===== config.mk =====
export PLATFORM = sky130hd
export DESIGN_NAME = sdr_toggle_responder
export DESIGN_NICKNAME = d
export VERILOG_FILES = /design/src/rtl/sdr_pkg.sv /design/src/rtl/sdr_port_arb.sv /design/src/rtl/sdr_toggle_responder.sv
export SDC_FILE = /design/constraint.sdc
export NUM_CORES = 1
export LEC_CHECK = 0
export BUFFER_PORTS_ARGS = -buffer_cell sky130_fd_sc_hd__buf_2
export CORE_MARGIN = 2
export CORE_UTILIZATION = 50
export DETAILED_ROUTE_END_ITERATION = 10
export PLACE_DENSITY = 0.86
export SKIP_CTS_REPAIR_TIMING = 1
export SYNTH_ARGS = -nofsm -noshare
export SYNTH_HDL_FRONTEND = slang
export SYNTH_HIERARCHICAL = 1
export SYNTH_SLANG_ARGS = --single-unit

===== constraint.sdc =====
create_clock -name CLK_32M -period 3.6 [get_ports CLK_32M]
set_input_delay 0.18 -clock CLK_32M [delete_from_list [all_inputs] [get_ports CLK_32M]]
set_output_delay 0.18 -clock CLK_32M [all_outputs]
set_load 0.02 [all_outputs]

===== src/rtl/sdr_pkg.sv =====
// Shared types for the SDRAM toggle responder.
// Round-robin arbitration is enabled by defining SDR_ROUND_ROBIN_EN.
package sdr_pkg;

    localparam int unsigned SDR_DW  = 16;
    localparam int unsigned SDR_BEW = 2;

    localparam logic [SDR_BEW-1:0] SDR_BE_READ = 2'b11;

    typedef enum logic [1:0] {
        SDR_IDLE    = 2'd0,
        SDR_ISSUE   = 2'd1,
        SDR_WAIT_RD = 2'd2
    } sdr_state_t;

    typedef enum logic {
        SDR_PORT1 = 1'b0,
        SDR_PORT2 = 1'b1
    } sdr_port_t;

    // Write payload taken from the winning client port
    typedef struct packed {
        logic [SDR_BEW-1:0] wr_sel;
        logic [SDR_DW-1:0]  din;
    } sdr_wr_t;

    function automatic sdr_port_t sdr_other(input sdr_port_t p);
        return (p == SDR_PORT1) ? SDR_PORT2 : SDR_PORT1;
    endfunction

endpackage


===== src/rtl/sdr_port_arb.sv =====
// Pending detection and grant between the two toggle client ports.
// SDR_ROUND_ROBIN_EN adds a preference pointer; otherwise port 1 has fixed priority.
module sdr_port_arb
    import sdr_pkg::*;
(
`ifdef SDR_ROUND_ROBIN_EN
    input  logic CLK_32M,
    input  logic reset_n,
    input  logic grant_take,
`endif
    input  logic sdr_req1,
    input  logic sdr_ack1,
    input  logic sdr_req2,
    input  logic sdr_ack2,
    output logic pend_any_c,
    output logic grant_c
);

    logic      pend1_c;
    logic      pend2_c;
    sdr_port_t win_c;

    assign pend1_c    = sdr_req1 ^ sdr_ack1;
    assign pend2_c    = sdr_req2 ^ sdr_ack2;
    assign pend_any_c = pend1_c | pend2_c;
    assign grant_c    = win_c;

`ifdef SDR_ROUND_ROBIN_EN
    sdr_port_t rr_ptr;

    always_comb begin
        win_c = SDR_PORT1;
        if (pend1_c && pend2_c) begin
            win_c = rr_ptr;
        end else if (pend2_c) begin
            win_c = SDR_PORT2;
        end
    end

    // Pointer prefers the port that did not win the last grant
    always_ff @(posedge CLK_32M or negedge reset_n) begin
        if (!reset_n) begin
            rr_ptr <= SDR_PORT1;
        end else if (grant_take) begin
            rr_ptr <= sdr_other(win_c);
        end
    end
`else
    always_comb begin
        win_c = SDR_PORT1;
        if (!pend1_c && pend2_c) begin
            win_c = SDR_PORT2;
        end
    end
`endif

endmodule


===== src/rtl/sdr_toggle_responder.sv =====
// SDRAM-side responder for the two-port toggle req/ack handshake; one memory-core
// command per request. Arbitration mode selected by SDR_ROUND_ROBIN_EN.
module sdr_toggle_responder
    import sdr_pkg::*;
#(
    parameter int unsigned AW = 24
) (
    input  logic          CLK_32M,
    input  logic          reset_n,

    input  logic          sdr_req1,
    output logic          sdr_ack1,
    input  logic [AW:1]   sdr_addr1,
    input  logic [1:0]    sdr_wr_sel1,
    input  logic [15:0]   sdr_din1,
    output logic [15:0]   sdr_dout1,

    input  logic          sdr_req2,
    output logic          sdr_ack2,
    input  logic [AW:1]   sdr_addr2,
    input  logic [1:0]    sdr_wr_sel2,
    input  logic [15:0]   sdr_din2,
    output logic [15:0]   sdr_dout2,

    output logic          mem_req,
    input  logic          mem_ready,
    output logic [AW:1]   mem_addr,
    output logic          mem_we,
    output logic [1:0]    mem_be,
    output logic [15:0]   mem_wdata,
    input  logic [15:0]   mem_rdata,
    input  logic          mem_rvalid
);

    sdr_state_t state;
    sdr_port_t  lat_id;
    logic       lat_req;

    logic       pend_any_c;
    logic       grant_c;
    sdr_port_t  win_c;
    logic       grant_take_c;
    logic       sel_req_c;
    logic [AW:1] sel_addr_c;
    sdr_wr_t    sel_wr_c;
    logic       sel_is_wr_c;

    assign win_c        = sdr_port_t'(grant_c);
    assign grant_take_c = (state == SDR_IDLE) && pend_any_c;
    assign sel_is_wr_c  = |sel_wr_c.wr_sel;

    sdr_port_arb u_arb (
`ifdef SDR_ROUND_ROBIN_EN
        .CLK_32M    (CLK_32M),
        .reset_n    (reset_n),
        .grant_take (grant_take_c),
`endif
        .sdr_req1   (sdr_req1),
        .sdr_ack1   (sdr_ack1),
        .sdr_req2   (sdr_req2),
        .sdr_ack2   (sdr_ack2),
        .pend_any_c (pend_any_c),
        .grant_c    (grant_c)
    );

    // Request fields of the arbitration winner
    always_comb begin
        sel_req_c  = sdr_req1;
        sel_addr_c = sdr_addr1;
        sel_wr_c   = '{wr_sel: sdr_wr_sel1, din: sdr_din1};
        if (win_c == SDR_PORT2) begin
            sel_req_c  = sdr_req2;
            sel_addr_c = sdr_addr2;
            sel_wr_c   = '{wr_sel: sdr_wr_sel2, din: sdr_din2};
        end
    end

    // mem_* registers double as the latched request; lat_req is returned as ack
    always_ff @(posedge CLK_32M or negedge reset_n) begin
        if (!reset_n) begin
            state     <= SDR_IDLE;
            lat_id    <= SDR_PORT1;
            lat_req   <= 1'b0;
            mem_req   <= 1'b0;
            mem_addr  <= '0;
            mem_we    <= 1'b0;
            mem_be    <= '0;
            mem_wdata <= '0;
            sdr_ack1  <= 1'b0;
            sdr_ack2  <= 1'b0;
            sdr_dout1 <= '0;
            sdr_dout2 <= '0;
        end else begin
            case (state)
                SDR_IDLE: begin
                    if (pend_any_c) begin
                        lat_id    <= win_c;
                        lat_req   <= sel_req_c;
                        mem_addr  <= sel_addr_c;
                        mem_we    <= sel_is_wr_c;
                        mem_be    <= sel_is_wr_c ? sel_wr_c.wr_sel : SDR_BE_READ;
                        mem_wdata <= sel_wr_c.din;
                        mem_req   <= 1'b1;
                        state     <= SDR_ISSUE;
                    end
                end
                SDR_ISSUE: begin
                    if (mem_ready) begin
                        mem_req <= 1'b0;
                        if (mem_we) begin
                            if (lat_id == SDR_PORT1) sdr_ack1 <= lat_req;
                            else                     sdr_ack2 <= lat_req;
                            state <= SDR_IDLE;
                        end else begin
                            state <= SDR_WAIT_RD;
                        end
                    end
                end
                SDR_WAIT_RD: begin
                    if (mem_rvalid) begin
                        if (lat_id == SDR_PORT1) begin
                            sdr_dout1 <= mem_rdata;
                            sdr_ack1  <= lat_req;
                        end else begin
                            sdr_dout2 <= mem_rdata;
                            sdr_ack2  <= lat_req;
                        end
                        state <= SDR_IDLE;
                    end
                end
                default: state <= SDR_IDLE;
            endcase
        end
    end

endmodule


==> results_dict.tcl <==
set metrics [dict create \
    status "complete, no violations" \
    vias 2929 \
    yosysUniqueCellTypes 30 \
    clkSlewWorstSetupHoldPaths_ns 0.08 \
    synthToLayoutAreaGrowth_pct 32.0 \
    ys_seq_elements 82 \
    initial_core_util 0.515 \
    grt_max_degree 83 \
    finalSetupTns_ns 0 \
    place_hpwl_mm 6.32 \
    hold_viol_final 0 \
    die_area_sq_um 8180 \
    grt-ovfl-total 0 \
    ant_nets 0 \
    multi_input_area_sq_um 1570 \
    hold_class "in -> async" \
    cts.path.max_buffers 2 \
    via_per_inst 5.02 \
    synth_mux_area_frac 0.250 \
    setup_viol_count_final 0 \
    syn_avg_cell_area_sq_um 12.5 \
    dp_slack_ns 1.30 \
    syn_nets 411 \
    final_nets 591 \
    period_needed_ns 2.33 \
    antenna_found_initial 0 \
    p_leak_nw 2.53 \
    max_freq_mhz 428 \
    fin_ws_ns 1.27 \
    die_w_um 90.5 \
    die-height_um 90.5 \
    synth_top_area_share 0.549 \
    synth_async_sr_flop_share 1.00 \
    n_fill_cell 562 \
    drt_iter0_markers 61 \
    critical_path_class "reg -> reg" \
    cap_viol_max_count 0 \
    crit_arrival_ns 2.59 \
    r2r_cells 6 \
    p_per_area_nw_per_um2 966 \
    firstDrtPassIters 4 \
    port_buffers 183 \
    rows 31 \
    rsz0062_at_grt "no" \
    grt_pass1_wl_mm 14.1 \
    synth_compound_area_frac 0.0703 \
    synthAdderAreaFrac 0.0167 \
    skew_ns 0.00781 \
    cts_tree "built" \
    vdd_ir_drop_max_mv 0.423 \
    synth-edff-count 0 \
    worst_pin_slew_ns 0.996 \
    grt_pass1_vias 3090 \
    synth_xor_area_frac 0.00469 \
    syn_inst 300 \
    synth.area.top_cells "dfrtp_1, mux2i_1, mux2_4" \
    routabilityCongestion 0.767 \
    wirelength_mm 8.44 \
    synth_area_leader_cell "dfrtp_1" \
    final_max_slew_viol_count 0 \
    critPathRequiredTime_ns 3.86 \
    synth-warning-count 6 \
    r2r-end "mem_wdata[5]$_DFFE_PN0P_" \
    final_common_cell "buf_2" \
    synthesis.area_sq_um 3740 \
    fin_crit_sh 0.648 \
    insertion_delay_ns 0.34 \
    layout_common_cells "buf_2, dfrtp_1, mux2i_1, nor2_1, a21oi_1" \
    htree_levels 3 \
    drc 0 \
    critPathCaptureType "register" \
    relSlewSlack 0.336 \
    finalPower_w 0.00476 \
    synth_ff_type "dfrtp_1" \
    cts_num_sinks 82 \
    diodes 0 \
    r2r-start "state[0]$_DFFE_PN0P_" \
    crit_fanout 58 \
    cts_buffers 9 \
    wl_per_cell_um 14.5 \
    boundaryPins 184 \
    regArea_sq_um 2050 \
    synth_simple_gate_area_frac 0.0760 \
    core_sq_um 7250 \
    worst_setup_path_start_kind "register" \
    hold_ws_ns 0.00739 \
    synth_top_family_by_area "multiplexers" \
    clockRootBuffer "clkbuf_8" \
    regToRegSetupSlack_ns 1.27 \
    drive_above_1_share 0.508 \
    grt_usage 0.212 \
    ys_seq_area_frac 0.549 \
]
## layer usage
metal / routed length, um / GRT usage
met1: 3570 / 0.266
met3: 587 / 0.0484
met4: 105 / 0.0628
met5: 0 / 0
met2: 4180 / 0.367
## cell families after synthesis
| family | Yosys count |
|---|---|
| xor+xnor | 2 |
| buf+inv | 23 |
| compound gates | 50 |
| mux | 81 |
| simple gates | 57 |
| flops | 82 |
| fa+ha+maj | 5 |
## final cells by class
cell class | instances | share of cell area
clock buffers | 11 | 0.0307
clock inverters | 4 | 0.0152
inverters | 6 | 0.00456
multi-input cells | 195 | 0.318
flip-flops and latches | 82 | 0.416
well taps | 99 | 0.0251
repair buffers | 186 | 0.191
## cell usage after synthesis (2+ instances only)
cell type	count
o21ai_0	2
buf_6	2
buf_2	13
dfrtp_1	82
nor2b_1	3
a21oi_1	42
mux2i_1	43
mux2_2	17
nor2_1	43
nand2_1	2
a31oi_1	2
inv_1	6
xnor2_1	2
ha_1	5
mux2_4	20
buf_4	2
## worst max-delay path by stage
stage                         start                  endpoint  slack, ns  depth (start not counted)
2_1_floorplan  sdr_ack1$_DFFE_PN0P_        mem_we$_DFFE_PN0P_       1.95                          6
3_3_place_gp   state[0]$_DFFE_PN0P_   mem_addr[8]$_DFFE_PN0P_       1.42                          6
3_5_place_dp   state[1]$_DFFE_PN0P_  mem_wdata[5]$_DFFE_PN0P_       1.30                          6
4_1_cts        state[0]$_DFFE_PN0P_  mem_wdata[5]$_DFFE_PN0P_       1.27                          6
5_1_grt        state[0]$_DFFE_PN0P_  mem_wdata[8]$_DFFE_PN0P_       1.03                          6
6_report       state[0]$_DFFE_PN0P_  mem_wdata[5]$_DFFE_PN0P_       1.27                          6
## sequential cells by signal (all words and copies together) (netlist names)
name	flops
sdr_ack2	1
lat_id	1
lat_req	1
sdr_ack1	1
sdr_dout2	16
state	2
mem_be	2
mem_addr	24
mem_wdata	16
mem_req	1
mem_we	1
sdr_dout1	16
## power by group
| part | total [W] | leakage (nW) | internal [W] | switching, W |
|---|---|---|---|---|
| clock network | 0.000741 | 0.108 | 0.000425 | 0.000316 |
| registers | 0.00163 | 0.964 | 0.00137 | 0.000251 |
| logic | 0.00240 | 1.45 | 0.000979 | 0.00142 |
| total | 0.00476 | 2.53 | 0.00278 | 0.00199 |
## critical path, cell delays in order, from the launching register on
cell and delay, ns:
dfrtp_1 0.42, inv_1 0.12, ha_1 0.25, and2_2 0.79
buf_4 0.44, nor2_1 0.08, a21oi_1 0.13
## metrics by stage
step | utilization | std cells | area [sq um]
final | 0.680 | 583 | 4930
after global routing | 0.680 | 583 | 4930
after CTS | 0.680 | 583 | 4930
after detailed placement | 0.649 | 568 | 4710
after global placement | 0.649 | 568 | 4710
after floorplan | - | 300 | 3740
No activity file was read; power rests on OpenSTA's default activity.
